`src/rtl/flappy_game_state.sv`:
```
// Flappy game-state engine: bird physics, wall scroll, score and
// death, advanced once per frame_tick; all outputs are registered.
module flappy_game_state #(
  parameter int BALL_X      = 100,
  parameter int BALL_Y0     = 220,
  parameter int BALL_SIZE   = 20,
  parameter int SKYBOUND    = 450,
  parameter int SCREEN_W    = 640,
  parameter int WALL_W      = 40,
  parameter int GAP         = 120,
  parameter int SCROLL      = 2,
  parameter int GRAVITY     = 1,
  parameter int FLAP_VEL    = -8,
  parameter int VMAX        = 8,
  parameter int DEAD_FRAMES = 60
) (
  input  logic        clk,
  input  logic        rst_n,
  input  logic        frame_tick,
  input  logic        flap,
  output logic [9:0]  ballX,
  output logic [9:0]  ballY,
  output logic [9:0]  wallXL,
  output logic [9:0]  wallXU,
  output logic [9:0]  wallBaseXL,
  output logic [9:0]  wallBaseXU,
  output logic [9:0]  wallYU,
  output logic [9:0]  wallYL,
  output logic [9:0]  wallBaseYU,
  output logic [9:0]  wallBaseYL,
  output logic [15:0] status
);

  typedef enum logic [1:0] {
    S_READY,
    S_PLAY,
    S_DEAD
  } state_t;

  localparam logic [9:0] LP_Y0   = 10'(BALL_Y0);
  localparam logic [9:0] LP_WX0  = 10'(SCREEN_W);
  localparam logic [9:0] LP_WYU0 = 10'd120;
  localparam logic [9:0] LP_WYL0 = 10'(120 + GAP);
  localparam logic [9:0] LP_YGND = 10'(SKYBOUND - BALL_SIZE);
  localparam logic [9:0] LP_GAP  = 10'(GAP);
  localparam logic [9:0] LP_SCR  = 10'(SCROLL);

  localparam logic signed [4:0] LP_FLAP = 5'(FLAP_VEL);
  localparam logic signed [5:0] LP_GRAV = 6'(GRAVITY);
  localparam logic signed [5:0] LP_VMAX = 6'(VMAX);
  localparam logic [7:0]        LP_DEAD = 8'(DEAD_FRAMES);

  localparam logic [10:0] LP_SIZE = 11'(BALL_SIZE);
  localparam logic [10:0] LP_SKY  = 11'(SKYBOUND);
  localparam logic [10:0] LP_BX   = 11'(BALL_X);
  localparam logic [10:0] LP_WW   = 11'(WALL_W);

  state_t            r_state, w_state;
  logic [9:0]        r_ballY, w_ballY;
  logic [9:0]        r_wallX, w_wallX;
  logic [9:0]        r_wallYU, w_wallYU;
  logic [9:0]        r_wallYL, w_wallYL;
  logic signed [4:0] r_vel, w_vel;
  logic [7:0]        r_score, w_score;
  logic [7:0]        r_cnt, w_cnt;
  logic              r_col, w_col;
  logic              r_gnd, w_gnd;
  logic [7:0]        r_lfsr;
  logic              r_flap_d;
  logic              r_pending;

  logic              w_edge;
  logic              w_pend;
  logic              w_fb;
  logic signed [10:0] w_ysum;
  logic signed [5:0] w_vinc;
  logic signed [4:0] w_vpl;
  logic [9:0]        w_yceil;
  logic [9:0]        w_ypl;
  logic              w_hit_gnd;
  logic              w_wrap;
  logic [9:0]        w_wxpl;
  logic [9:0]        w_wyupl;
  logic [9:0]        w_wylpl;
  logic [7:0]        w_scpl;
  logic              w_hit_x;
  logic              w_hit_y;
  logic              w_hit_wall;

  // An edge landing on the tick cycle still counts for that tick.
  assign w_edge = flap & ~r_flap_d;
  assign w_pend = r_pending | w_edge;
  assign w_fb   = r_lfsr[7] ^ r_lfsr[5] ^ r_lfsr[4] ^ r_lfsr[3];

  assign w_ysum = $signed({1'b0, r_ballY})
                + $signed({{6{r_vel[4]}}, r_vel});
  assign w_vinc = $signed({r_vel[4], r_vel}) + LP_GRAV;
  assign w_vpl  = w_pend ? LP_FLAP :
                  (w_vinc > LP_VMAX) ? LP_VMAX[4:0] : w_vinc[4:0];

  assign w_yceil   = w_ysum[10] ? 10'd0 : w_ysum[9:0];
  assign w_hit_gnd = ({1'b0, w_yceil} + LP_SIZE) >= LP_SKY;
  assign w_ypl     = w_hit_gnd ? LP_YGND : w_yceil;

  assign w_wrap  = r_wallX < LP_SCR;
  assign w_wxpl  = w_wrap ? LP_WX0 : r_wallX - LP_SCR;
  assign w_wyupl = w_wrap ? 10'd60 + {3'b000, r_lfsr[6:0]} : r_wallYU;
  assign w_wylpl = w_wrap ? w_wyupl + LP_GAP : r_wallYL;
  assign w_scpl  = (w_wrap && r_score != 8'hFF) ?
                   r_score + 8'd1 : r_score;

  assign w_hit_x = (LP_BX + LP_SIZE > {1'b0, w_wxpl})
                && (LP_BX < {1'b0, w_wxpl} + LP_WW);
  assign w_hit_y = ({1'b0, w_ypl} < {1'b0, w_wyupl})
                || ({1'b0, w_ypl} + LP_SIZE > {1'b0, w_wylpl});
  assign w_hit_wall = w_hit_x && w_hit_y;

  always_comb begin
    w_state  = r_state;
    w_ballY  = r_ballY;
    w_wallX  = r_wallX;
    w_wallYU = r_wallYU;
    w_wallYL = r_wallYL;
    w_vel    = r_vel;
    w_score  = r_score;
    w_cnt    = r_cnt;
    w_col    = r_col;
    w_gnd    = r_gnd;
    if (frame_tick) begin
      unique case (r_state)
        S_READY: begin
          if (w_pend) begin
            w_state = S_PLAY;
            w_vel   = LP_FLAP;
          end
        end
        S_PLAY: begin
          w_ballY  = w_ypl;
          w_vel    = w_vpl;
          w_wallX  = w_wxpl;
          w_wallYU = w_wyupl;
          w_wallYL = w_wylpl;
          w_score  = w_scpl;
          if (w_hit_gnd || w_hit_wall) begin
            w_state = S_DEAD;
            w_cnt   = LP_DEAD;
            w_gnd   = w_hit_gnd;
            w_col   = w_hit_wall;
          end
        end
        S_DEAD: begin
          if (r_cnt == 8'd0 && w_pend) begin
            w_state  = S_READY;
            w_ballY  = LP_Y0;
            w_wallX  = LP_WX0;
            w_wallYU = LP_WYU0;
            w_wallYL = LP_WYL0;
            w_vel    = '0;
            w_score  = '0;
            w_col    = 1'b0;
            w_gnd    = 1'b0;
          end else if (r_cnt != 8'd0) begin
            w_cnt = r_cnt - 8'd1;
          end
        end
        default: w_state = S_READY;
      endcase
    end
  end

  always_ff @(posedge clk or negedge rst_n) begin
    if (!rst_n) begin
      r_state   <= S_READY;
      r_ballY   <= LP_Y0;
      r_wallX   <= LP_WX0;
      r_wallYU  <= LP_WYU0;
      r_wallYL  <= LP_WYL0;
      r_vel     <= '0;
      r_score   <= '0;
      r_cnt     <= '0;
      r_col     <= 1'b0;
      r_gnd     <= 1'b0;
      r_lfsr    <= 8'hB8;
      r_flap_d  <= 1'b0;
      r_pending <= 1'b0;
    end else begin
      r_state   <= w_state;
      r_ballY   <= w_ballY;
      r_wallX   <= w_wallX;
      r_wallYU  <= w_wallYU;
      r_wallYL  <= w_wallYL;
      r_vel     <= w_vel;
      r_score   <= w_score;
      r_cnt     <= w_cnt;
      r_col     <= w_col;
      r_gnd     <= w_gnd;
      r_lfsr    <= {r_lfsr[6:0], w_fb};
      r_flap_d  <= flap;
      r_pending <= frame_tick ? 1'b0 : (r_pending | w_edge);
    end
  end

  assign ballX      = 10'(BALL_X);
  assign ballY      = r_ballY;
  assign wallXL     = r_wallX;
  assign wallXU     = r_wallX;
  assign wallBaseXL = 10'(WALL_W);
  assign wallBaseXU = 10'(WALL_W);
  assign wallYU     = r_wallYU;
  assign wallYL     = r_wallYL;
  assign wallBaseYU = '0;
  assign wallBaseYL = 10'(SKYBOUND);
  assign status     = {r_score, 4'b0000,
                       r_state == S_DEAD, r_state == S_PLAY,
                       r_gnd, r_col};

endmodule

```
`config.mk`:
```
export PLATFORM = sky130hd
export DESIGN_NAME = flappy_game_state
export DESIGN_NICKNAME = d
export VERILOG_FILES = /design/src/rtl/flappy_game_state.sv
export SDC_FILE = /design/constraint.sdc
export NUM_CORES = 1
export LEC_CHECK = 0
export CAP_MARGIN = 20
export CORE_MARGIN = 10
export CORE_UTILIZATION = 45
export DETAILED_ROUTE_END_ITERATION = 10
export GPL_TIMING_DRIVEN = 0
export PLACE_DENSITY = 0.73
export SETUP_SLACK_MARGIN = 0.3
export SLEW_MARGIN = 40
export SYNTH_ARGS = -nofsm -noshare
export SYNTH_HDL_FRONTEND = slang
export SYNTH_SLANG_ARGS = --single-unit
```
`constraint.sdc`:
```
create_clock -name clk -period 5.82 [get_ports clk]
set_input_delay 1.164 -clock clk [delete_from_list [all_inputs] [get_ports clk]]
set_output_delay 1.164 -clock clk [all_outputs]
set_load 0.02 [all_outputs]
```
* Word-level counts from Yosys, hierarchy flattened
Index checks and enable logic that the tools add are counted.
** Word-level totals
- Register bits :: 75
- Input port bits :: 4
- Output and inout port bits :: 116
- Logic and storage cells :: 97
** Operators by class
- Add/sub/neg operators :: 10
- $lt $le $gt $ge :: 7
- Equality and inequality tests :: 9
- Multiplexer cells :: 35
- Bitwise logic cells :: 6
- Reduce and logical (&&, ||, !) cells :: 17
** Operators with widths (number)
- two-way mux 10 bit :: 9
- case mux 10 bit (2 select lines) :: 4
- two-way mux 8 bit :: 5
- case mux 8 bit (2 select lines) :: 2
- adder 10 x 5 -> 11 bit (second input constant) :: 2
- two-way mux 5 bit :: 4
- AND reduction 4 bit :: 4
- case mux 5 bit (3 select lines) :: 1
- adder 10 x 6 -> 11 bit (second input constant) :: 1
- adder 11 x 5 -> 11 bit :: 1
- >= comparator 11 x 9 -> 1 bit (second input constant) :: 1
- greater-than comparator 11 x 10 -> 1 bit :: 1
- less-than comparator 7 x 11 -> 1 bit (first input constant) :: 1
- adder 10 x 7 -> 10 bit (second input constant) :: 1
- greater-than comparator 7 x 10 -> 1 bit (first input constant) :: 1
- less-than comparator 10 bit :: 1
- less-than comparator 10 x 2 -> 1 bit (second input constant) :: 1
- subtractor 10 x 2 -> 10 bit (second input constant) :: 1
- adder 6 x 7 -> 8 bit (first input constant) :: 1
- adder 8 x 1 -> 8 bit (second input constant) :: 1
- zero test 8 bit :: 1
- inequality test 2 x 1 -> 1 bit (second input constant) :: 4
- inequality test 8 bit (second input constant) :: 1
- nonzero test 8 bit :: 1
- other kinds (21) :: 34

* Longest topological paths before layout
Gate-level depths: netlist (run 1).
- Depth after elaboration :: 12
- Gate-level depth with buffers :: 33
- Mapped depth without buffers :: 31

* Worst setup path before layout (run 1)
Ideal clock, no wire load.
- Path kind :: flip-flop to flip-flop
- Start :: register r_ballY[0], in the netlist ballY[0]
- End :: register r_cnt[7]
- Setup time :: 0.124 ns
- Data arrival time :: 6.355 ns
- Data required time :: 5.696 ns
- Setup slack :: -0.659 ns
- Stages on the path, launching flop included :: 30
- Path buffers :: 2
- Period minus slack after synthesis :: 6.479 ns
- Cell sequence :: dfrtp_1 -> ha_1 -> inv_1 -> fa_1 -> nand2b_1 -> a21oi_4 -> a211oi_4 -> xnor2_1 -> nor2_1 -> ha_1 -> o21ai_0 -> o21bai_1 -> mux2_4 -> a31oi_4 -> clkbuf_1 -> nor2b_1 -> inv_1 -> ha_1 -> a21oi_1 -> or4_1 -> o211ai_1 -> ha_1 -> a2111o_1 -> o21ai_0 -> a21oi_1 -> o31a_1 -> nor4b_2 -> buf_4 -> nor3_1 -> a211o_1
** On the way
- Word-level cells in the longest chain between the ends :: 12
- Elaborated cells between the ends (all ways) :: 13
- Classes of those cells :: 3 x add/sub; 3 x order compare; 1 x eq/ne; 2 x mux; 4 x reduce/logical
** RTL lines
- start, declared :: line 59 : logic [9:0] r_ballY, w_ballY;
- start signal, assigned :: line 188 : r_ballY <= w_ballY;
- adder 11 x 5 -> 11 bit * :: line 96 : + $signed({{6{r_vel[4]}}, r_vel});
- two-way mux 10 bit * :: line 101 : assign w_yceil = w_ysum[10] ? 10'd0 : w_ysum[9:0];
- adder 10 x 5 -> 11 bit :: line 102 : assign w_hit_gnd = ({1'b0, w_yceil} + LP_SIZE) >= LP_SKY;
- >= comparator 11 x 9 -> 1 bit :: line 102
- two-way mux 10 bit :: line 103 : assign w_ypl = w_hit_gnd ? LP_YGND : w_yceil;
- adder 10 x 5 -> 11 bit :: line 115 : || ({1'b0, w_ypl} + LP_SIZE > {1'b0, w_wylpl});
- greater-than comparator 11 x 10 -> 1 bit :: line 115
- logical OR 1 bit :: line 115
- logical AND 1 bit :: line 116 : assign w_hit_wall = w_hit_x && w_hit_y;
- logical OR 1 bit * :: line 144 : if (w_hit_gnd || w_hit_wall) begin
- inequality test 2 x 1 -> 1 bit (no source line) *
- AND reduction 5 bit (no source line) *
- end signal, assigned :: line 194 : r_cnt <= w_cnt;
- end, declared :: line 65 : logic [7:0] r_cnt, w_cnt;
Mark *: on every way between the ends. The rest lies on a longest branch, timed or not.
A chain may end at the register's enable or synchronous reset.

* Final worst setup path (run 1)
- Start :: register r_ballY[2], in the netlist ballY[2]
- End :: register r_cnt[7]
The elaborated chain is that of the path after synthesis.

==> flow_summary.ini, run 1 <==
[status]
outcome = complete, but fails checks
violations = negative setup slack

[critical_path]
rr_worst_depth = 30
cp_max_fo = 5
crit_type = flip-flop to flip-flop
required_ns = 6.05
critical_path_arrival_ns = 6.15
cp_slowest_cell = dfstp_2
worstSetupStartpointType = flip-flop
critPathCaptureType = flip-flop
r2r_setup_slack_ns = -0.10
r2r_end = r_cnt[7]
path_common_cell = nor2_1
r2r-start = ballY[2]
slowest_delay_ns = 0.56

[synth]
synth_async_sr_flop_share = 1.000
postSynthCellCount = 708
ys_seq_area_frac = 0.3146
synth_top_area_cell = dfrtp_1
synth.top_cell.area_share = 0.2320
netlist_area_sq_um = 6041
synthTopCellsByArea = dfrtp_1 (23%), buf_4 (8.5%), ha_1 (8.3%), dfstp_2 (8.3%), o21ai_0 (4.2%)
synth_flop_cell = dfrtp_1
synth_edf_count = 0
synth.avg_cell_area_sq_um = 8.532
ys_ff_latch = 75
ys.warnings.count = 0
synth_cell_types = 79

[timing]
slew_viol_final = 0
fin_crit_sh = 1.018
worst_slew_pin_slew_ns = 0.7645
fin_crit_ns = 5.924
fin_worst_skew_ns = 0.007727
slew-limit-headroom = 0.4837
final.setup.worst_slack_ns = -0.1042
final-setup-viol-count = 11
fmax_mhz = 168.8
grt_setup_unrepaired = yes
hold_violations = 0

[cells_and_area]
drive_above_1_share = 0.2483
antenna-diode-count = 0
synthToLayoutAreaGrowth_pct = 34.07
final_util = 0.6140
finalNetCount = 918

[global_route]
grt_overflow = 0
antenna_found_initial = 0
grtUsageTotal = 0.1851
grt_pass1_vias = 5430
grt_first_pass_wirelength_um = 28050
grt_max_degree = 48

[route]
drc = 0
vias = 5669
detail_route.iter0.violations = 377
ant_nets = 0
drt_pre_antenna_iters = 5
wire_per_inst_um = 16.32
vias_per_cell = 5.379
drt-total-wl_um = 17200

[clock_tree]
cts_tree = yes
clkSlewWorstSetupHoldPaths_ns = 0.06
cts_buffer_depth = 2
cts_root_buf = clkbuf_16
clock_latency_ns = 0.34
cts.htree.levels = 3
cts_buffers = 9
cts.sink_count = 75

[placed_design]
io_buffers = 65
gp_congestion = 0.9096
dp.final_hpwl_um = 12670

[worst_hold_path]
hp-start = r_lfsr[0]
holdPathEnd = r_lfsr[1]
hp-class = flip-flop to flip-flop
worstHoldPathCells = 0

[die]
coreArea_sq_um = 13190
fp.dieW_um = 135.9
initial_core_util = 0.4580
pin_count = 120
die_y_um = 135.9
rows = 42
die-area_sq_um = 18460

[job]
maxCapViolCount = 0
## timing repair
| item | in CTS | in global routing |
|---|---|---|
| setup buffers | 29 | 6 |
| resized for setup | 33 | 7 |
| pin swaps | 31 | 9 |
| endpoints found under the setup margin | 12 | 12 |
| hold buffers | 0 | 0 |
| hold endpoints to repair | 0 | 0 |
## placed cells by master (no fill, tap or decap), drive strengths merged, types with 11 or more instances in the layout
master / netlist / final
a21oi: 46 / 46
o21ai: 53 / 53
conb: 2 / 55
nor2: 62 / 62
o31ai: 11 / 11
a31oi: 13 / 13
clkdlybuf4s50: 0 / 64
inv: 34 / 36
nand3: 17 / 17
o21a: 12 / 12
nor3: 31 / 31
ha: 40 / 40
dfrtp: 56 / 56
dfstp: 19 / 19
nand2: 57 / 57
clkbuf: 17 / 27
buf: 76 / 113
xnor2: 11 / 11
## routing by layer
metal | GRT usage | up-vias | wire length [um]
li1 | - | 2750 | -
met2 | 0.2999 | 184 | 8194
met3 | 0.05277 | 28 | 1245
met5 | 0 | - | 0
met1 | 0.2346 | 2707 | 7429
met4 | 0.05325 | 0 | 333
## worst max-delay path, delay by kind of cell, from the launching register on
| family | cells | cell delay, ns |
|---|---|---|
| simple gates | 10 | 1.92 |
| fa+ha+maj | 4 | 0.90 |
| buf+inv | 4 | 0.51 |
| flops | 1 | 0.56 |
| compound gates | 12 | 1.94 |
## final cells by class
class,count,area (sq um)
Buffer,93,664.4
Clock buffer,10,239.0
Clock inverter,6,95.09
Fill cell,1123,5091
Inverter,34,130.1
Multi-Input combinational cell,559,3870
Sequential cell,75,1906
Tap cell,176,220.2
Timing Repair Buffer,101,974.7
## flip-flops by register name (all words and copies together) (netlist names), 2 cells and up
| name | flops |
|---|---|
| r_state | 2 |
| r_lfsr | 8 |
| r_vel | 5 |
| wallXL | 10 |
| r_score | 8 |
| ballY | 10 |
| wallYL | 10 |
| wallYU | 10 |
| r_cnt | 8 |
## per-stage QoR
| stage | worst slack [ns] | cell area [sq um] | TNS [ns] | std cells | hold slack (ns) |
|---|---|---|---|---|---|
| finish | -0.1042 | 8099 | -0.7391 | 1054 | 0.3890 |
| global route | -0.3955 | 8099 | -3.994 | 1054 | 0.4050 |
| CTS | -0.03632 | 8029 | -0.04773 | 1048 | 0.3896 |
| detailed placement | -0.7490 | 7274 | -6.992 | 1003 | 0.3776 |
| global placement | -0.6740 | 7238 | -6.062 | 1002 | 0.3856 |
| floorplan | 0.07392 | 6367 | 0 | 761 | 0.3535 |
## how the worst max path moves through the flow
| stage | end | slack, ns | cells past startpoint | startpoint |
|---|---|---|---|---|
| 2_1_floorplan | r_cnt[7] | 0.07 | 32 | ballY[0] |
| 3_3_place_gp | r_cnt[7] | -0.67 | 29 | r_vel[0] |
| 3_5_place_dp | r_cnt[7] | -0.75 | 29 | r_vel[0] |
| 4_1_cts | r_cnt[7] | -0.04 | 34 | r_vel[0] |
| 5_1_grt | r_cnt[2] | -0.40 | 35 | r_vel[0] |
| 6_report | r_cnt[7] | -0.10 | 30 | ballY[2] |
## synthesized netlist by cell type, drive strengths merged (5+ instances only)
cell	count
inv	34
and2	6
nand3	17
or2	5
clkbuf	17
dfrtp	56
a21oi	46
dfstp	19
a21o	6
xnor2	11
o211ai	8
a31oi	13
nor2	62
nor4	5
mux2i	8
nand2b	10
o21a	12
and3	6
nand2	57
buf	76
ha	40
xor2	10
nor3	31
o21ai	53
nand4	7
or3	5
a211oi	10
nor2b	10
o31ai	11
## cell families (layout without fill, tap and decap cells)
family                   after synthesis  count (layout)  share of synthesized area
XOR/XNOR                              21              21                    0.03356
AO/OA/AOI/OAI                        198             198                     0.2260
other                                  2              55                   0.001243
AND/OR/NAND/NOR                      233             233                     0.1922
flip-flops                            75              75                     0.3146
adder cells (fa/ha/maj)               42              42                    0.08803
buffers and inverters                127             244                     0.1268
multiplexers                          10              10                    0.01761
Power of run 1 is left out: the tool's default activity adds up to more than one toggle a clock period on the data nets, which glitch-free logic cannot reach.
==> run 2: changes to the inputs <==
- PLACE_DENSITY: 0.73 -> 0.7
- clock period: 5.82 -> 6 ns (I/O delays scaled with it)
==> run 2 against run 1 <==
Compared with the run above: the flow still finishes with violations (negative setup slack); global-route usage is 0.80 points higher; register-to-register slack hardly changed; worst setup slack worse by 0.0050 ns; non-clock buffer count is 2 lower; clock skew hardly changed; worst hold slack better by 0.012 ns; fmax is 3.0% lower.
==> flow_summary.ini, run 2 (same netlist as run 1, synthesis figures left out) <==
[status]
outcome = complete, but fails checks
violations = negative setup slack

[critical_path]
required_ns = 6.23
r2r_end = r_state[0]
rr_worst_depth = 26
worstSetupStartpointType = flip-flop
critical_path_arrival_ns = 6.34
crit_type = flip-flop to flip-flop
r2r-start = r_vel[4]
critPathCaptureType = flip-flop
r2r_setup_slack_ns = -0.11
cp_max_fo = 7
crit_path_start = r_vel[4]

[worst_hold_path]
worstHoldPathCells = 0
holdPathEnd = r_lfsr[2]
hp-class = flip-flop to flip-flop
hp-start = r_lfsr[1]

[clock_tree]
holdBufCountCts = 0
cts_buffers = 9
clkSlewWorstSetupHoldPaths_ns = 0.06
clock_latency_ns = 0.35
cts.sink_count = 75
cts_root_buf = clkbuf_16
cts_buffer_depth = 2
cts_tree = yes
cts.htree.levels = 3

[timing]
worst_slew_pin_slew_ns = 0.7023
hold_violations = 0
slew_viol_final = 0
hold_ws_ns = 0.4013
fmax_mhz = 163.7
fin_crit_ns = 6.109
final-setup-viol-count = 11
fin_worst_skew_ns = 0.007865
slew-limit-headroom = 0.5257
grt_setup_unrepaired = yes
fin_crit_sh = 1.018
final.setup.worst_slack_ns = -0.1092

[die]
die-area_sq_um = 18460
fp.dieW_um = 135.9
coreArea_sq_um = 13190
die_y_um = 135.9
initial_core_util = 0.4580
pin_count = 120
rows = 42

[route]
ant_nets = 0
detail_route.iter0.violations = 443
wl_met2_um = 8613
vias_per_cell = 5.393
dr_wl_met3_um = 1280
drc = 0
drt_pre_antenna_iters = 5
vias = 5673
wl_met1_um = 7932
drt-total-wl_um = 18010
wire_per_inst_um = 17.12
dr.max_layer_used = met4

[cells_and_area]
antenna-diode-count = 0
synthToLayoutAreaGrowth_pct = 33.22
finalNetCount = 916
final_cell_mix = buf_4 (96), clkdlybuf4s50_1 (64), nor2_1 (57)
layout_commonest_cell = buf_4
fillers = 1177
drive_above_1_share = 0.2466

[global_route]
grt_first_pass_wirelength_um = 28740
grt_pass1_vias = 5387
grtUsageTotal = 0.1930
antenna_found_initial = 0
grt_max_degree = 47
grt_overflow = 0

[placed_design]
gp_congestion = 0.8793
io_buffers = 65
dp.final_hpwl_um = 13410

[job]
maxCapViolCount = 0
run 2: stage by stage:
stage	setup slack (ns)	setup TNS, ns	cell area, sq um	utilization	cells
CTS	-0.01456	-0.02053	7961	0.6036	1047
floorplan	0.2455	0	6364	-	761
detailed placement	-0.5895	-5.276	7271	0.5512	1003
global placement	-0.5093	-4.237	7234	0.5485	1002
finish	-0.1092	-0.5241	8048	0.6101	1052
global route	-0.3441	-3.167	8048	0.6101	1052
run 2: final cells by class:
| class | count | area (sq um) | share of cell area |
|---|---|---|---|
| Buffer | 93 | 664.4 | 0.08256 |
| Clock inverter | 6 | 65.06 | 0.008085 |
| Clock buffer | 10 | 239.0 | 0.02970 |
| Multi-Input combinational cell | 559 | 3889 | 0.4832 |
| Sequential cell | 75 | 1907 | 0.2369 |
| Tap cell | 176 | 220.2 | 0.02736 |
| Inverter | 34 | 127.6 | 0.01586 |
| Timing Repair Buffer | 99 | 935.9 | 0.1163 |
run 2: critical path, stage by stage (launching register included):
cell and delay, ns:
dfrtp_4 0.57, ha_4 0.30, buf_6 0.10, nand4_1 0.17, nor2_2 0.22, a211oi_4 0.09, buf_4 0.16, xnor2_4 0.15
buf_4 0.15, or4_4 0.54, mux2_4 0.33, a31oi_4 0.23, clkbuf_8 0.19, buf_4 0.12, o21ai_0 0.18, ha_1 0.38
nor2b_1 0.14, o21a_1 0.17, o21a_1 0.17, o21a_1 0.16, o21ai_0 0.22, a21oi_2 0.09, o31a_1 0.31, nor4b_4 0.37
buf_4 0.17, nor2_1 0.03, mux2_2 0.28
run 2: timing repair:
item | in CTS | in global routing
gates resized for setup | 38 | 9
cloned | 1 | 0
setup buffers | 27 | 5
pin swaps | 26 | 16
endpoints found under the setup margin | 12 | 12
run 2: worst max-delay path by stage:
stage	end
3_3_place_gp	r_cnt[7]
3_5_place_dp	r_cnt[7]
2_1_floorplan	r_cnt[7]
5_1_grt	r_state[0]
6_report	r_state[0]
4_1_cts	r_state[0]
run 2: per-layer routing:
layer | GRT usage | vias to the layer above
met5 | 0 | -
met4 | 0.04024 | 0
met3 | 0.05166 | 24
met2 | 0.3143 | 193
met1 | 0.2515 | 2704
li1 | - | 2752
Power of run 2 is left out for the same reason.
==> run 3: changes to the inputs <==
- CAP_MARGIN: 20 -> not set
- CORE_MARGIN: 10 -> 2
==> run 3 against run 2 <==
Compared with the run above: the flow still finishes with violations (negative setup slack); critical endpoint unchanged; wire length decreased by 5.2%; die area fell by 22%; critical path type unchanged; highest routed layer unchanged; clock skew is 0.0035 ns higher; register-to-register slack gained 0.06 ns; flip-flop and latch count unchanged; fmax is 0.98% higher; via count about the same; final cell count increased by 0.38%; worst setup slack improved by 0.059 ns; global-route usage up 4.7 points; non-clock buffer count up 4.
==> flow_summary.ini, run 3 (same netlist as run 1, synthesis figures left out) <==
[clock_tree]
cts_tree = yes
clkSlewWorstSetupHoldPaths_ns = 0.07
cts_buffer_depth = 2
clock_latency_ns = 0.34
cts_root_buf = clkbuf_16
cts_buffers = 9
holdBufCountCts = 0
cts.htree.levels = 3
cts.sink_count = 75

[critical_path]
required_ns = 6.22
cp_slowest_cell = dfrtp_4
worstSetupStartpointType = flip-flop
critPathCaptureType = flip-flop
slowest_delay_ns = 0.57
critical_path_arrival_ns = 6.27
cp_max_fo = 7
crit_type = flip-flop to flip-flop

[timing]
hold_ws_ns = 0.4056
worst_slew_pin_slew_ns = 1.027
slew-limit-headroom = 0.3082
hold_violations = 0
grt_setup_unrepaired = yes
fmax_mhz = 165.3
fin_worst_skew_ns = 0.01135
final.setup.worst_slack_ns = -0.04973
fin_crit_ns = 6.050
slew_viol_final = 0
fin_crit_sh = 1.008
final-setup-viol-count = 3

[die]
coreArea_sq_um = 13190
initial_core_util = 0.4580
pin_count = 120
rows = 42
fp.dieW_um = 119.9
die-area_sq_um = 14370
die_y_um = 119.9

[placed_design]
io_buffers = 65
gp_congestion = 0.8647
place_area_sq_um = 7271
dp.final_hpwl_um = 12450

[cells_and_area]
antenna-diode-count = 0
fillers = 1172
finalNetCount = 920
design_area_sq_um = 8132
synthToLayoutAreaGrowth_pct = 34.61
drive_above_1_share = 0.2534
layout_commonest_cell = buf_4
final_cell_mix = buf_4 (101), clkdlybuf4s50_1 (64), nor2_1 (57)

[route]
drt_pre_antenna_iters = 6
vias_per_cell = 5.377
ant_nets = 0
wire_per_inst_um = 16.18
drc = 0
drt-total-wl_um = 17080
detail_route.iter0.violations = 527
vias = 5678

[global_route]
grt_util_met2 = 0.4029
grtUsageMet3 = 0.04325
grtUsageTotal = 0.2396
grt_max_degree = 58
antenna_found_initial = 0
grt_pass1_vias = 5353
grt_first_pass_wirelength_um = 27260
grt_overflow = 0
busiest_layer = met2
use_met1 = 0.3197

[status]
outcome = complete, but fails checks
violations = negative setup slack

[worst_hold_path]
hp-class = flip-flop to flip-flop

[job]
maxCapViolCount = 0
-- run 3: final cells by class --
| cell class | count | area (sq um) | area share |
|---|---|---|---|
| Timing Repair Buffer | 103 | 973.4 | 0.1197 |
| Buffer | 93 | 668.1 | 0.08217 |
| Clock inverter | 5 | 36.28 | 0.004462 |
| Tap cell | 176 | 220.2 | 0.02708 |
| Multi-Input combinational cell | 559 | 3946 | 0.4853 |
| Inverter | 34 | 127.6 | 0.01569 |
| Clock buffer | 11 | 252.7 | 0.03108 |
| Sequential cell | 75 | 1907 | 0.2345 |
-- run 3: final timing paths --
kind                           start          to  slack [ns]  depth (start not counted)
max                         r_vel[4]  r_state[0]       -0.05                         33
min                        r_lfsr[1]   r_lfsr[2]        0.41                          0
max reg2reg                 r_vel[4]  r_state[0]       -0.05                         33
min reg2reg                r_lfsr[1]   r_lfsr[2]        0.41                          0
max in group asynchronous      rst_n    ballY[3]        4.71                          2
min in group asynchronous      rst_n   wallXL[6]        0.69                          1
-- run 3: timing repair --
| action | in CTS | in global routing |
|---|---|---|
| pin swaps | 22 | 22 |
| gates cloned | 1 | 0 |
| gates resized for setup | 34 | 17 |
| setup buffers | 27 | 9 |
| setup endpoints to repair | 12 | 12 |
-- run 3: worst max-delay path: cells and delay by family, from the launching register on --
| kind | cells | cell delay (ns) |
|---|---|---|
| xor+xnor | 1 | 0.18 |
| buf+inv | 6 | 0.79 |
| fa+ha+maj | 4 | 0.86 |
| compound gates | 13 | 1.93 |
| flops | 1 | 0.57 |
| mux | 1 | 0.29 |
| simple gates | 8 | 1.30 |
-- run 3: through the flow --
stage               std cells  setup WS (ns)  setup TNS, ns    util
floorplan                 761         0.2455              0       -
global placement         1002        -0.5184         -4.346  0.5485
detailed placement       1003        -0.5016         -4.420  0.5512
CTS                      1047        0.03274              0  0.6051
global route             1056        -0.3233         -3.033  0.6165
finish                   1056       -0.04973       -0.09495  0.6165
-- run 3: layer usage --
layer  share of wire  vias to the layer above
li1                -                     2757
met1            0.44                     2680
met2            0.48                      221
met3           0.066                       20
met4           0.012                        0
met5               0                        -
Power of run 3 is left out for the same reason.
